===== config.mk =====
export PLATFORM = sky130hd
export DESIGN_NAME = pwm_fade_sequencer_flat
export DESIGN_NICKNAME = d
export VERILOG_FILES = /design/src/rtl/pwm_fade_sequencer_if.sv /design/src/rtl/pwm_fade_sequencer.sv /design/src/flat_wrapper.sv
export SDC_FILE = /design/constraint.sdc
export NUM_CORES = 1
export LEC_CHECK = 0
export ABC_CLOCK_PERIOD_IN_PS = 4950
export CAP_MARGIN = 10
export CELL_PAD_IN_SITES_DETAIL_PLACEMENT = 0
export CELL_PAD_IN_SITES_GLOBAL_PLACEMENT = 2
export CORE_UTILIZATION = 30
export DETAILED_ROUTE_END_ITERATION = 8
export DONT_BUFFER_PORTS = 1
export PLACE_DENSITY = 0.62
export SKIP_LAST_GASP = 1
export SLEW_MARGIN = 0
export SYNTH_ARGS = -nofsm -noshare
export SYNTH_HDL_FRONTEND = slang
export SYNTH_SLANG_ARGS = --single-unit

===== constraint.sdc =====
create_clock -name clk -period 4.95 [get_ports clk]
set_input_delay 0.99 -clock clk [delete_from_list [all_inputs] [get_ports clk]]
set_output_delay 0.99 -clock clk [all_outputs]
set_load 0.01 [all_outputs]

===== src/rtl/pwm_fade_sequencer_if.sv =====
// Command channel into the LED PWM sequencer: mode/channel/duty with valid-ready handshake.
// Latency: none, wires only.
// Backpressure: the sequencer drives cmd_ready; the source holds a command until it is taken.
interface pwm_fade_sequencer_if #(
  parameter int DW = 7
);
  logic          cmd_valid;
  logic          cmd_ready;
  logic [1:0]    cmd_mode;
  logic [1:0]    cmd_ch;
  logic [DW-1:0] cmd_duty;

  modport master (
    output cmd_valid,
    output cmd_mode,
    output cmd_ch,
    output cmd_duty,
    input  cmd_ready
  );

  modport slave (
    input  cmd_valid,
    input  cmd_mode,
    input  cmd_ch,
    input  cmd_duty,
    output cmd_ready
  );
endinterface


===== src/rtl/pwm_fade_sequencer.sv =====
// Multi-channel LED PWM with a set/fade/breathe command sequencer and frame-aligned duty updates.
// Latency: a new duty takes effect at the next frame boundary; leds are registered one cycle behind the counter.
// Backpressure: cmd_ready drops only while a FADE is in progress; an offered command waits until accepted.
module pwm_fade_sequencer #(
  parameter int NCH         = 4,
  parameter int PERIOD      = 100,
  parameter int DW          = 7,
  parameter int STEP_FRAMES = 4
) (
  input  logic                clk,
  input  logic                rst,
  pwm_fade_sequencer_if.slave cmd,
  output logic [NCH-1:0]      leds,
  output logic                frame_tick,
  output logic                busy
);

  typedef logic [DW-1:0] duty_t;
  typedef enum logic [1:0] {
    ST_IDLE    = 2'd0,
    ST_FADE    = 2'd1,
    ST_BREATHE = 2'd2
  } state_t;

  // Mode 3 (ALL_OFF) is handled as the default branch of the command decode.
  localparam logic [1:0] MODE_SET     = 2'd0;
  localparam logic [1:0] MODE_FADE    = 2'd1;
  localparam logic [1:0] MODE_BREATHE = 2'd2;

  localparam duty_t DUTY_MAX = duty_t'(PERIOD);
  localparam duty_t CNT_LAST = duty_t'(PERIOD - 1);
  localparam int    DIVW     = (STEP_FRAMES > 1) ? $clog2(STEP_FRAMES) : 1;
  localparam logic [DIVW-1:0] DIV_LAST = DIVW'(STEP_FRAMES - 1);

  // Frame counter
  duty_t cnt;
  duty_t cnt_nxt;
  logic  cnt_wrap;

  // Duty storage: shadow is written by commands, active is what the comparator uses
  duty_t shadow [NCH];
  duty_t active [NCH];

  // Sequencer state
  state_t          state;
  logic            ready_q;
  logic [1:0]      fade_ch;
  duty_t           fade_tgt;
  duty_t           fade_nxt;
  logic [DIVW-1:0] div;
  duty_t           breath;
  duty_t           breath_nxt;
  logic            breath_up;

  logic  accept;
  logic  ch_ok;
  logic  step_due;
  duty_t cmd_duty_c;

  // Anything beyond a full frame already reads as "always on", so store at most PERIOD.
  function automatic duty_t clamp_duty(input duty_t d);
    return (d > DUTY_MAX) ? DUTY_MAX : d;
  endfunction

  assign cnt_wrap   = (cnt == CNT_LAST);
  assign cnt_nxt    = cnt_wrap ? '0 : cnt + duty_t'(1);
  assign accept     = cmd.cmd_valid && ready_q;
  assign ch_ok      = (int'(cmd.cmd_ch) < NCH);
  assign cmd_duty_c = clamp_duty(cmd.cmd_duty);
  assign step_due   = frame_tick && (div == DIV_LAST);

  // The fade only runs while shadow differs from target, so one LSB toward it never overshoots.
  assign fade_nxt   = (shadow[fade_ch] < fade_tgt) ? shadow[fade_ch] + duty_t'(1)
                                                   : shadow[fade_ch] - duty_t'(1);
  assign breath_nxt = breath_up ? breath + duty_t'(1) : breath - duty_t'(1);

  assign cmd.cmd_ready = ready_q;

  // Free-running frame counter; frame_tick is registered so it is high exactly while cnt is on its last value.
  always_ff @(posedge clk or posedge rst) begin
    if (rst) begin
      cnt        <= '0;
      frame_tick <= 1'b0;
    end else begin
      cnt        <= cnt_nxt;
      frame_tick <= (cnt_nxt == CNT_LAST);
    end
  end

  // Shadow-to-active transfer only at the wrap, so a frame never mixes two duty values.
  always_ff @(posedge clk or posedge rst) begin
    if (rst) begin
      for (int i = 0; i < NCH; i++) begin
        active[i] <= '0;
        leds[i]   <= 1'b0;
      end
    end else begin
      for (int i = 0; i < NCH; i++) begin
        if (cnt_wrap) begin
          active[i] <= shadow[i];
        end
        leds[i] <= (cnt < active[i]);
      end
    end
  end

  // Command decode and fade/breathe stepping; an accepted command always pre-empts a pending step.
  always_ff @(posedge clk or posedge rst) begin
    if (rst) begin
      state     <= ST_IDLE;
      busy      <= 1'b0;
      ready_q   <= 1'b1;
      fade_ch   <= '0;
      fade_tgt  <= '0;
      div       <= '0;
      breath    <= '0;
      breath_up <= 1'b1;
      for (int i = 0; i < NCH; i++) begin
        shadow[i] <= '0;
      end
    end else if (accept) begin
      div <= '0;
      case (cmd.cmd_mode)
        MODE_SET: begin
          if (ch_ok) begin
            shadow[cmd.cmd_ch] <= cmd_duty_c;
          end
          state   <= ST_IDLE;
          busy    <= 1'b0;
          ready_q <= 1'b1;
        end
        MODE_FADE: begin
          fade_ch  <= cmd.cmd_ch;
          fade_tgt <= cmd_duty_c;
          if (ch_ok && (cmd_duty_c != shadow[cmd.cmd_ch])) begin
            state   <= ST_FADE;
            busy    <= 1'b1;
            ready_q <= 1'b0;
          end else begin
            state   <= ST_IDLE;
            busy    <= 1'b0;
            ready_q <= 1'b1;
          end
        end
        MODE_BREATHE: begin
          for (int i = 0; i < NCH; i++) begin
            shadow[i] <= '0;
          end
          breath    <= '0;
          breath_up <= 1'b1;
          state     <= ST_BREATHE;
          busy      <= 1'b1;
          ready_q   <= 1'b1;
        end
        default: begin
          for (int i = 0; i < NCH; i++) begin
            shadow[i] <= '0;
          end
          state   <= ST_IDLE;
          busy    <= 1'b0;
          ready_q <= 1'b1;
        end
      endcase
    end else if (frame_tick && (state != ST_IDLE)) begin
      if (!step_due) begin
        div <= div + DIVW'(1);
      end else begin
        div <= '0;
        if (state == ST_FADE) begin
          shadow[fade_ch] <= fade_nxt;
          if (fade_nxt == fade_tgt) begin
            state   <= ST_IDLE;
            busy    <= 1'b0;
            ready_q <= 1'b1;
          end
        end else begin
          breath <= breath_nxt;
          for (int i = 0; i < NCH; i++) begin
            shadow[i] <= breath_nxt;
          end
          if (breath_up && (breath_nxt == DUTY_MAX)) begin
            breath_up <= 1'b0;
          end else if (!breath_up && (breath_nxt == '0)) begin
            breath_up <= 1'b1;
          end
        end
      end
    end
  end

endmodule

===== src/flat_wrapper.sv =====
// flat-port wrapper written by rule: the top's interface ports become plain ports
module pwm_fade_sequencer_flat 
#(
  parameter int NCH         = 4,
  parameter int PERIOD      = 100,
  parameter int DW          = 7,
  parameter int STEP_FRAMES = 4
)
  (clk, rst, leds, frame_tick, busy, cmd_cmd_valid, cmd_cmd_mode, cmd_cmd_ch, cmd_cmd_duty, cmd_cmd_ready);
  pwm_fade_sequencer_if #(.DW(DW)) cmd_i ();
  input  logic clk;
  input  logic rst;
  output logic [NCH-1:0] leds;
  output logic frame_tick;
  output logic busy;
  input wire logic [$bits(cmd_i.cmd_valid)-1:0] cmd_cmd_valid;
  input wire logic [$bits(cmd_i.cmd_mode)-1:0] cmd_cmd_mode;
  input wire logic [$bits(cmd_i.cmd_ch)-1:0] cmd_cmd_ch;
  input wire logic [$bits(cmd_i.cmd_duty)-1:0] cmd_cmd_duty;
  output wire logic [$bits(cmd_i.cmd_ready)-1:0] cmd_cmd_ready;
  assign cmd_i.cmd_valid = cmd_cmd_valid;
  assign cmd_i.cmd_mode = cmd_cmd_mode;
  assign cmd_i.cmd_ch = cmd_cmd_ch;
  assign cmd_i.cmd_duty = cmd_cmd_duty;
  assign cmd_cmd_ready = cmd_i.cmd_ready;
  pwm_fade_sequencer #(.NCH(NCH), .PERIOD(PERIOD), .DW(DW), .STEP_FRAMES(STEP_FRAMES)) u_core (.clk(clk), .rst(rst), .cmd(cmd_i), .leds(leds), .frame_tick(frame_tick), .busy(busy));
endmodule

==> summary.md, run 1 <==
| Metric | Value |
|---|---|
| Fin. Hold Viols | `0` |
| Max-slew headroom | `0.2893` |
| Post-route core utilization | `0.3364` |
| GRT overflow | `0` |
| Fmax | `212.0 MHz` |
| Die width | `142.8 um` |
| Placed Area | `6254 um2` |
| Seq/Total Area, Yosys | `0.3836` |
| EDFF count, synth | `0` |
| Setup WS post-layout | `0.2328 ns` |
| Post-Syn Area | `5943 um2` |
| Area fraction in and, or, nand and nor cells after synthesis | `0.1312` |
| Initial cell density of the core | `0.3054` |
| Area growth, synth to finish | `10.15%` |
| Global-route wire length before repair | `27770 um` |
| # IOs | `21` |
| Arr. time, crit path | `4.96 ns` |
| Yosys warns | `0` |
| Most instantiated cells after synthesis | `dfrtp_1 (89), nand2_1 (66), ha_1 (50), o21ai_0 (50)` |
| Setup-failing EPs final | `0` |
| R2R setup slack | `0.23 ns` |
| Tmin final | `4.717 ns` |
| GPL Wtd Cong | `0.9077` |
| Worst Max-Slew Pin Slew | `1.058 ns` |
| Synth async-reset ratio | `1.000` |
| WL/cell | `19.78 um` |
| CP Launch Point | `u_core.fade_ch[1]$_DFFE_PP0P_` |
| Synth Area in Adders | `0.1120` |
| Fraction of layout cells with a size suffix above 1 | `0.09760` |
| Final setup skew | `0.005777 ns` |
| Critical path cell sequence | `mux4_2 -> ha_1 -> and3_1 -> nand2_1 -> nand2_1 -> nor2_1 -> inv_1 -> ha_1 -> nor2b_1 -> o31a_1 -> a21oi_1 -> xnor2_1 -> nand4_1 -> or4b_4 -> a31o_1` |
| Max stage delay on crit path | `0.72 ns` |
| Post-CTS Setup Bufs | `0` |
| Largest cells by area after synthesis | `dfrtp_1 (37%), ha_1 (11%), mux4_2 (5.3%), o21ai_0 (4.2%), nand2_1 (4.2%)` |
| Pwr per Cell Area | `655.9 nW/um2` |
| Post-synthesis xor/xnor area fraction | `0.03789` |
| Number of fill cells | `2052` |
| Final period utilization | `0.9530` |
| RSZ-0062 raised after global routing | `no` |
| Req. time, crit path | `5.19 ns` |
| Root Buffer | `clkbuf_16` |
| Antenna Nets Post-Route | `0` |
| Post-detail-place hpwl | `13330 um` |
| Kind of critical path | `flip-flop to flip-flop` |
| Final Cell Area | `6546 um2` |
| Top_reg_cell synth | `dfrtp_1` |
| Multiplexer share of the synthesized area | `0.08105` |
| Die height | `142.8 um` |
| Syn nets | `692` |
| Fin nets | `687` |
| Reg area | `2281 um2` |
| Mean Syn Cell Area | `9.494 um2` |
| Mapped Cells | `626` |
| CORE AREA | `19460 um2` |
| WL final | `17610 um` |
| Worst hold path class | `flip-flop to flip-flop` |
| Yosys top cell by area | `dfrtp_1` |
| Max-slew violation count | `0` |
| Hold_buf cts | `0` |
| #FFs+latches synth | `91` |
| Crit. End Element | `flip-flop` |
| Worst Path Max Fanout | `16` |
| Setup TNS | `0 ns` |
| Htree depth | `3` |
| CP max-delay cell | `dfrtp_1` |
| Crit start category | `flip-flop` |
| Largest net degree at the start of global routing | `57` |
| Synth Area in Compound Gates | `0.2080` |
| CTS Sinks | `91` |
| Ant. Diodes | `0` |
| Vias per inst | `5.201` |
| Via count of the first global-routing pass | `4800` |
| Yosys cell types | `57` |
| Leakage | `2.730 nW` |
| Via Count | `4629` |
| CTS max path bufs | `2` |
| I/O Buffers | `0` |
| Residual DRC | `0` |
| Clk slew on worst S/H paths | `0.07 ns` |
| Status | `finished, final reports clean` |
| Most common cell in the netlist | `dfrtp_1` |
| Row count | `51` |
| Post-synth top area share | `0.3747` |
| Max_cap viols | `0` |
| Post-CTS Resized | `0` |
| Gr usage total | `0.1852` |
| Hold Crit Start | `u_core.active[0]$_DFFE_PP0N_` |
| DP Worst Slack | `0.2164 ns` |
| Worst skew pair latency | `0.35 ns` |
| Worst r2r src | `u_core.fade_ch[1]$_DFFE_PP0P_` |
| Largest family of logic cells by synthesized area | `compound AO/OA/AOI/OAI gates` |
| TritonCTS Buffers | `9` |
| DRT iter0 DRCs | `255` |
| Die Footprint | `20380 um2` |
| Area of the multi-input gates | `3396 um2` |
| Peak supply drop | `0.4703 mV` |
| Initial antenna violation count | `0` |
| CTS tree | `yes` |
| Router iterations before antenna repair | `4` |
cells by family (layout without fill, tap and decap cells):
kind of cell	count (synthesis)	in the layout
adders and majority gates	52	52
and+or+nand+nor	165	165
xor gates and xnor gates	24	24
buffers and inverters	73	72
muxes	29	29
DFF	91	91
AOI/OAI and AO/OA	192	192
cell type report:
type                            instances  area share
Inverter                               49     0.02848
Multi-Input combinational cell        462      0.5187
Sequential cell                        91      0.3484
Timing Repair Buffer                    8    0.009174
Clock inverter                          5    0.009557
Tap cell                              265     0.05065
Clock buffer                           10     0.03498
state kept, by name, summed over array words and instances, names as in the netlist:
signal                count
u_core.active            28
u_core.breath             7
u_core.breath_up          1
u_core.busy               1
u_core.cmd.cmd_ready      1
u_core.cnt                7
u_core.div                2
u_core.fade_ch            2
u_core.fade_tgt           7
u_core.frame_tick         1
u_core.leds               4
u_core.shadow            28
u_core.state              2
worst max-delay path, delay by kind of cell, from the launching register on:
kind | cells | cell delay [ns]
XOR/XNOR | 1 | 0.14
multiplexers | 1 | 0.64
adder cells (fa/ha/maj) | 2 | 0.70
AND/OR/NAND/NOR | 7 | 1.51
flip-flops | 1 | 0.72
AO/OA/AOI/OAI | 3 | 0.70
buffers and inverters | 1 | 0.21
report_power, final:
group	switching, mW	internal (mW)	leakage [nW]	total (mW)
clock network	0.315	0.392	0.135	0.707
registers	0.227	0.886	1.14	1.11
logic	1.35	1.13	1.45	2.47
total	1.89	2.40	2.73	4.29
final timing paths:
| path | to | cells after the start |
|---|---|---|
| max reg2reg | u_core.state[0]$_DFFE_PP0P_ | 15 |
| max in group asynchronous | u_core.fade_ch[0]$_DFFE_PP0P_ | 2 |
| max | u_core.state[0]$_DFFE_PP0P_ | 15 |
| min reg2reg | u_core.active[0]$_DFFE_PP0N_ | 2 |
| min | u_core.active[0]$_DFFE_PP0N_ | 2 |
| min in group asynchronous | u_core.active[23]$_DFFE_PP0N_ | 1 |
routing by layer:
layer,global-route usage,part of all wire,vias up
met4,0.06338,0.018,0
li1,-,-,2232
met5,0,0,-
met1,0.2576,0.47,2287
met3,0.02750,0.055,18
met2,0.2923,0.46,92
through the flow:
| stage | hold slack, ns | total power, mW | cells |
|---|---|---|---|
| 6_report | 0.4821 | 4.293 | 890 |
| 5_1_grt | 0.5308 | 4.594 | 890 |
| 4_1_cts | 0.4870 | 4.319 | 890 |
| 3_5_place_dp | 0.4710 | 3.588 | 875 |
| 3_3_place_gp | 0.4737 | 3.557 | 875 |
| 2_1_floorplan | 0.4398 | 2.889 | 626 |
placed cells by master (no fill, tap or decap), types with 3 or more instances in the layout:
cell and instances:
nand2b_1 12, nor2b_1 10, dfrtp_1 88, o31ai_1 3
buf_4 8, o211ai_1 4, a31oi_1 3, nand2_1 66
nor2_1 30, o21a_1 10, a21oi_1 49, clkbuf_16 9
nor4b_1 3, o221ai_1 9, o22ai_1 13, mux4_2 14
inv_1 48, o21ai_0 50, and2_1 4, nor3_1 8
nand3_1 17, ha_1 50, xnor2_1 20, a21o_1 26
mux2_2 13, and3_1 5
No activity file was read; power rests on OpenSTA's default activity.
==> run 2: changes to the inputs <==
--- a/config.mk
+++ b/config.mk
@@ -12,7 +12,7 @@
 export CORE_UTILIZATION = 30
 export DETAILED_ROUTE_END_ITERATION = 8
 export DONT_BUFFER_PORTS = 1
-export PLACE_DENSITY = 0.62
+export PLACE_DENSITY_LB_ADDON = 0.1
 export SKIP_LAST_GASP = 1
 export SLEW_MARGIN = 0
 export SYNTH_ARGS = -nofsm -noshare
==> run 2 against run 1 <==
Against the previous run:
- sequential share of layout area down 0.25 points
- clock power up 5.8%
- flip-flop and latch count unchanged
- count of clock-buffer cells in the layout increased by 2
- first-iteration DRC count increased by 8.2%
- worst setup slack better by 0.12 ns
==> summary.md, run 2 (synthesized netlist as in run 1, its figures left out) <==
| Metric | Value |
|---|---|
| Hold_ws | `0.4686 ns (-0.01355 ns)` |
| Setup-failing EPs final | `0 (unchanged)` |
| Max-slew headroom | `0.3957 (+0.1064)` |
| Fin cells | `894 (+0.45%)` |
| Kind of critical path | `flip-flop to flip-flop` |
| Fraction of layout cells with a size suffix above 1 | `0.1017 (+0.004149)` |
| Max stage delay on crit path | `0.68 ns (-0.04 ns)` |
| Final setup skew | `0.007469 ns (+0.001691 ns)` |
| Crit. End Element | `flip-flop` |
| RSZ-0062 raised after global routing | `no` |
| Hold_buf cts | `0 (unchanged)` |
| Commonest non-fill, non-tap cell in the layout | `dfrtp_1` |
| Crit start category | `flip-flop` |
| Gr usage total | `0.1944 (+0.009258)` |
| Area growth, synth to finish | `10.88%` |
| Met1 usage | `0.2738 (+0.01620)` |
| Vias per inst | `5.185 (-0.32%)` |
| WL/cell | `20.56 um (+3.9%)` |
| Worst Max-Slew Pin Slew | `0.8995 ns (-0.1584 ns)` |
| Ant. Diodes | `0 (unchanged)` |
| Max-slew violation count | `0 (unchanged)` |
| Number of fill cells | `2012 (-1.9%)` |
| Htree depth | `3 (unchanged)` |
| Status | `finished, final reports clean` |
| Row count | `51 (unchanged)` |
| Arr. time, crit path | `4.84 ns (-0.12 ns)` |
| M3 GR Usage | `0.02884 (+0.001341)` |
| DRT iter0 DRCs | `276 (+8.2%)` |
| CTS tree | `yes` |
| Setup WS post-layout | `0.3517 ns (+0.1190 ns)` |
| Initial antenna violation count | `0 (unchanged)` |
| Worst hold endpoint | `u_core.active[21]$_DFFE_PP0N_` |
| Area of the multi-input gates | `3396 um2 (unchanged)` |
| Largest registers | `u_core.active: 28 flops, u_core.shadow: 28 flops` |
| Final period utilization | `0.9289 (-0.02404)` |
| Hold Crit Start | `u_core.active[21]$_DFFE_PP0N_` |
| Worst hold path class | `flip-flop to flip-flop` |
| Placed insts | `878 (+0.34%)` |
| WL final | `18380 um (+4.4%)` |
| CP Launch Point | `u_core.fade_ch[0]$_DFFE_PP0P_` |
| Peak supply drop | `0.5103 mV (+8.5%)` |
| Die Footprint | `20380 um2 (unchanged)` |
| CTS Sinks | `91 (unchanged)` |
| Router iterations before antenna repair | `4 (unchanged)` |
| CP max-delay cell | `dfrtp_1` |
| Leakage | `2.761 nW (+1.2%)` |
| Pwr per Cell Area | `671.1 nW/um2 (+2.3%)` |
| Worst Path Max Fanout | `9 (-7)` |
| Worst skew pair latency | `0.36 ns (about the same)` |
| Largest net degree at the start of global routing | `66 (+16%)` |
| GR Util met2 | `0.3034 (+0.01109)` |
| Grt peak-use layer | `met2` |
| Via Count | `4635 (+0.13%)` |
| Post-CTS Resized | `0 (unchanged)` |
| Antenna Nets Post-Route | `0 (unchanged)` |
| Critical path cell sequence | `mux4_2 -> ha_1 -> nor2b_1 -> o21a_1 -> o211a_1 -> nor2_1 -> inv_1 -> ha_1 -> nor2b_1 -> o31a_1 -> a21oi_1 -> xnor2_1 -> nand4_1 -> or4b_4 -> a31o_1` |
| Residual DRC | `0 (unchanged)` |
| Fin nets | `690 (+0.44%)` |
| R2R depth | `15 (unchanged)` |
| WP buf/inv | `1 (unchanged)` |
| Setup TNS | `0 ns (unchanged)` |
| Tmin final | `4.598 ns (-0.1190 ns)` |
| # IOs | `21 (unchanged)` |
| CTS max path bufs | `2 (unchanged)` |
| Clk slew on worst S/H paths | `0.07 ns (about the same)` |
| Reg area | `2280 um2 (about the same)` |
| Hold path depth | `2 (unchanged)` |
| CORE AREA | `19460 um2 (unchanged)` |
| Global-route wire length before repair | `28660 um (+3.2%)` |
| Reg2reg end | `u_core.state[0]$_DFFE_PP0P_` |
| Req. time, crit path | `5.19 ns (about the same)` |
| Commonest cells after routing, fill and taps aside | `dfrtp_1 (89), nand2_1 (66), o21ai_0 (50), ha_1 (50), a21oi_1 (49)` |
| Fmax | `217.5 MHz (+2.6%)` |
| Die width | `142.8 um (unchanged)` |
| Initial cell density of the core | `0.3054 (unchanged)` |
| R2R setup slack | `0.35 ns (+0.12 ns)` |
| Fin. Hold Viols | `0 (unchanged)` |
| Worst path top cell family by delay | `compound AO/OA/AOI/OAI gates` |
| GPL Wtd Cong | `0.8594 (-5.3%)` |
| GRT overflow | `0 (unchanged)` |
| Via count of the first global-routing pass | `4814 (+0.29%)` |
| Die height | `142.8 um (unchanged)` |
| Post-detail-place hpwl | `13790 um (+3.4%)` |
| TritonCTS Buffers | `9 (unchanged)` |
| Max_cap viols | `0 (unchanged)` |
| Post-CTS Setup Bufs | `0 (unchanged)` |
| I/O Buffers | `0 (unchanged)` |
| Post-route core utilization | `0.3386 (+0.002250)` |
| Root Buffer | `clkbuf_16` |
| DP Worst Slack | `0.3568 ns (+0.1405 ns)` |
| Worst r2r src | `u_core.fade_ch[0]$_DFFE_PP0P_` |
## run 2: changes by cell type in the layout (fill, tap and decap cells not counted), sizes merged
cell,previous run,this run
buf,8,11
clkbuf,10,12
clkinvlp,2,1
## run 2: cell type report
cell class,count,share of cell area
timing repair buffer,11,0.01253
sequential,91,0.3459
tap,265,0.05031
multi-input combinational,462,0.5153
inverter,49,0.02829
clock inverter,4,0.008734
clock buffer,12,0.03892
## run 2: report_power, final
part | switching (mW) | total (mW) | internal, mW
clock network | 0.324 | 0.748 | 0.424
registers | 0.231 | 1.12 | 0.885
logic | 1.41 | 2.56 | 1.15
## run 2: worst min-delay path, cell delays in order (launching register included)
cell	delay [ns]
dfrtp_1	0.35
nand2_1	0.05
nand2_1	0.04
## run 2: per-layer routing
layer	share of wire	wire length, um
met1	0.49	9058
met2	0.45	8294
met3	0.037	682
met4	0.019	342
met5	0	0
## run 2: how the worst max path moves through the flow
stage	end	slack [ns]	cells past startpoint
after detailed placement	u_core.state[0]$_DFFE_PP0P_	0.36	15
after CTS	u_core.state[0]$_DFFE_PP0P_	0.32	15
after floorplan	u_core.busy$_DFFE_PP0P_	0.27	16
after global routing	u_core.busy$_DFFE_PP0P_	0.06	15
final	u_core.state[0]$_DFFE_PP0P_	0.35	15
after global placement	u_core.busy$_DFFE_PP0P_	0.44	15
## run 2: through the flow
stage	total power, mW	cell area [um2]
after floorplan	2.889	5943
after global placement	3.695	6276
after detailed placement	3.663	6276
after CTS	4.448	6590
after global routing	4.736	6590
final	4.423	6590
==> run 3: changes to the inputs <==
==> constraint.sdc (replaced) <==
create_clock -name clk -period 4.95 [get_ports clk]
set_input_delay 0.495 -clock clk [delete_from_list [all_inputs] [get_ports clk]]
set_output_delay 0.495 -clock clk [all_outputs]
set_load 0.01 [all_outputs]
==> run 3 against run 2 <==
Against the previous run:
- sequential share of layout area up 0.099 points
- first-iteration DRC count up 30%
- total power up 0.35%
- final area down 0.28%
- worst setup slack better by 0.084 ns
- critical path depth unchanged
- count of clock-buffer cells in the layout down 2
- combinational power about the same
- clock skew up 0.0014 ns
- largest power group unchanged
- highest routed layer unchanged
==> summary.md, run 3 (synthesized netlist as in run 1, its figures left out) <==
| Metric | Value |
|---|---|
| Die width | `142.8 um (unchanged)` |
| Largest registers | `u_core.active: 28 flops, u_core.shadow: 28 flops` |
| Final period utilization | `0.9119 (-0.01705)` |
| Crit start category | `flip-flop` |
| GRT overflow | `0 (unchanged)` |
| Max-slew headroom | `0.3140 (-0.08169)` |
| Final Cell Area | `6571 um2 (-0.28%)` |
| Row count | `51 (unchanged)` |
| WL final | `18430 um (+0.27%)` |
| Commonest non-fill, non-tap cell in the layout | `dfrtp_1` |
| CP max-delay cell | `dfrtp_1` |
| Max-slew violation count | `0 (unchanged)` |
| CTS Sinks | `91 (unchanged)` |
| Setup TNS | `0 ns (unchanged)` |
| Ant. Diodes | `0 (unchanged)` |
| Tmin final | `4.514 ns (-0.08440 ns)` |
| Kind of critical path | `flip-flop to flip-flop` |
| CORE AREA | `19460 um2 (unchanged)` |
| Worst path top cell family by delay | `simple AND/OR/NAND/NOR gates` |
| Die height | `142.8 um (unchanged)` |
| Area growth, synth to finish | `10.57%` |
| Total power | `4.438 mW (+0.35%)` |
| Initial cell density of the core | `0.3054 (unchanged)` |
| Final setup skew | `0.008861 ns (+0.001392 ns)` |
| TritonCTS Buffers | `9 (unchanged)` |
| Gr usage total | `0.1972 (+0.002794)` |
| Root Buffer | `clkbuf_16` |
| Fin. Hold Viols | `0 (unchanged)` |
| Die Footprint | `20380 um2 (unchanged)` |
| CTS tree | `yes` |
| Setup-failing EPs final | `0 (unchanged)` |
| Vias per inst | `5.251 (+1.3%)` |
| Initial antenna violation count | `0 (unchanged)` |
| Reg2reg end | `u_core.busy$_DFFE_PP0P_` |
| R2R depth | `15 (unchanged)` |
| Clk slew on worst S/H paths | `0.07 ns (about the same)` |
| Fin nets | `688 (-0.29%)` |
| CTS max path bufs | `2 (unchanged)` |
| GPL Wtd Cong | `0.9090 (+5.8%)` |
| Worst skew pair latency | `0.35 ns (about the same)` |
| Fmax | `221.5 MHz (+1.9%)` |
| Setup WS post-layout | `0.4361 ns (+0.08440 ns)` |
| R2R setup slack | `0.44 ns (+0.08 ns)` |
| Post-route core utilization | `0.3376 (-0.0009640)` |
| Via count of the first global-routing pass | `4776 (-0.79%)` |
| Antenna Nets Post-Route | `0 (unchanged)` |
| Post-CTS Resized | `0 (unchanged)` |
| Number of fill cells | `2001 (-0.55%)` |
| Worst Path Max Fanout | `16 (+7)` |
| Post-CTS Setup Bufs | `0 (unchanged)` |
| Htree depth | `3 (unchanged)` |
| Status | `finished, final reports clean` |
| RSZ-0062 raised after global routing | `no` |
| Worst Max-Slew Pin Slew | `1.029 ns (+0.1295 ns)` |
| Leakage | `2.761 nW (about the same)` |
| Req. time, crit path | `5.20 ns (about the same)` |
| Arr. time, crit path | `4.76 ns (-0.08 ns)` |
| Residual DRC | `0 (unchanged)` |
| Via Count | `4673 (+0.82%)` |
| DRT iter0 DRCs | `358 (+30%)` |
| Largest net degree at the start of global routing | `54 (-18%)` |
| Router iterations before antenna repair | `5 (+1)` |
| Max stage delay on crit path | `0.73 ns (+0.05 ns)` |
| DP Worst Slack | `0.4352 ns (+0.07836 ns)` |
| Global-route wire length before repair | `29080 um (+1.5%)` |
| I/O Buffers | `0 (unchanged)` |
| Commonest cells after routing, fill and taps aside | `dfrtp_1 (89), nand2_1 (66), o21ai_0 (50), ha_1 (50), a21oi_1 (49)` |
| # IOs | `21 (unchanged)` |
| Crit. End Element | `flip-flop` |
| WL/cell | `20.71 um (+0.72%)` |
| Post-detail-place hpwl | `13910 um (+0.87%)` |
| Fraction of layout cells with a size suffix above 1 | `0.09440 (-0.007349)` |
| Max_cap viols | `0 (unchanged)` |
| Levels on crit path | `15 (unchanged)` |
| Worst r2r src | `u_core.fade_ch[1]$_DFFE_PP0P_` |
| Hold_buf cts | `0 (unchanged)` |
| Peak supply drop | `0.4289 mV (-16%)` |
| Critical path cell sequence | `mux4_2 -> ha_1 -> and3_1 -> nand2_1 -> nand2_1 -> nor2_1 -> inv_1 -> ha_1 -> nor2b_1 -> o31a_1 -> a21oi_1 -> xnor2_1 -> nand4_1 -> or4b_4 -> a31o_1` |
| Worst hold path class | `primary input to asynchronous set/reset pin` |
| WP buf/inv | `1 (unchanged)` |
| Placed Area | `6254 um2 (-0.36%)` |
| Pwr per Cell Area | `675.4 nW/um2 (+0.63%)` |
==> run 3: metal layers <==
metal	up-vias	wire length (um)	global-route usage
li1	2244	-	-
met1	2294	8808	0.2807
met2	107	8258	0.2988
met3	28	880	0.02649
met4	0	480	0.08319
met5	-	0	0
==> run 3: cell type report <==
class                      count  area (um2)  area share
timing repair buffer           9       72.57     0.01104
tap                          265       331.6     0.05046
clock inverter                 4       76.32     0.01161
multi-input combinational    462        3396      0.5168
inverter                      49       186.4     0.02837
sequential                    91        2280      0.3469
clock buffer                  10       229.0     0.03484
==> run 3: worst register-to-register path, stage by stage (launching register included) <==
cell and delay, ns:
dfrtp_1 0.73, mux4_2 0.64, ha_1 0.32, and3_1 0.21, nand2_1 0.08, nand2_1 0.08
nor2_1 0.13, inv_1 0.13, ha_1 0.38, nor2b_1 0.16, o31a_1 0.25, a21oi_1 0.22
xnor2_1 0.15, nand4_1 0.10, or4b_4 0.58, a31o_1 0.23
==> run 3: worst max path at each step <==
stage	from	slack, ns	end
3_5_place_dp	u_core.fade_ch[0]$_DFFE_PP0P_	0.44	u_core.state[0]$_DFFE_PP0P_
2_1_floorplan	u_core.fade_ch[0]$_DFFE_PP0P_	0.27	u_core.busy$_DFFE_PP0P_
4_1_cts	u_core.fade_ch[1]$_DFFE_PP0P_	0.41	u_core.busy$_DFFE_PP0P_
5_1_grt	u_core.fade_ch[1]$_DFFE_PP0P_	0.12	u_core.state[0]$_DFFE_PP0P_
3_3_place_gp	u_core.fade_ch[0]$_DFFE_PP0P_	0.50	u_core.busy$_DFFE_PP0P_
6_report	u_core.fade_ch[1]$_DFFE_PP0P_	0.44	u_core.busy$_DFFE_PP0P_
==> run 3: metrics by stage <==
stage                     hold slack [ns]  std cells
after CTS                          0.1391        889
after global placement             0.4574        875
after detailed placement           0.4570        875
final                              0.1074        890
after global routing               0.1709        890
after floorplan                    0.4398        626
==> run 3: power breakdown <==
part	leakage [nW]	internal, mW	switching, mW	total, mW
Clock	0.145	0.439	0.308	0.748
Combinational	1.47	1.15	1.41	2.56
Sequential	1.14	0.885	0.248	1.13
Total	2.76	2.47	1.97	4.44
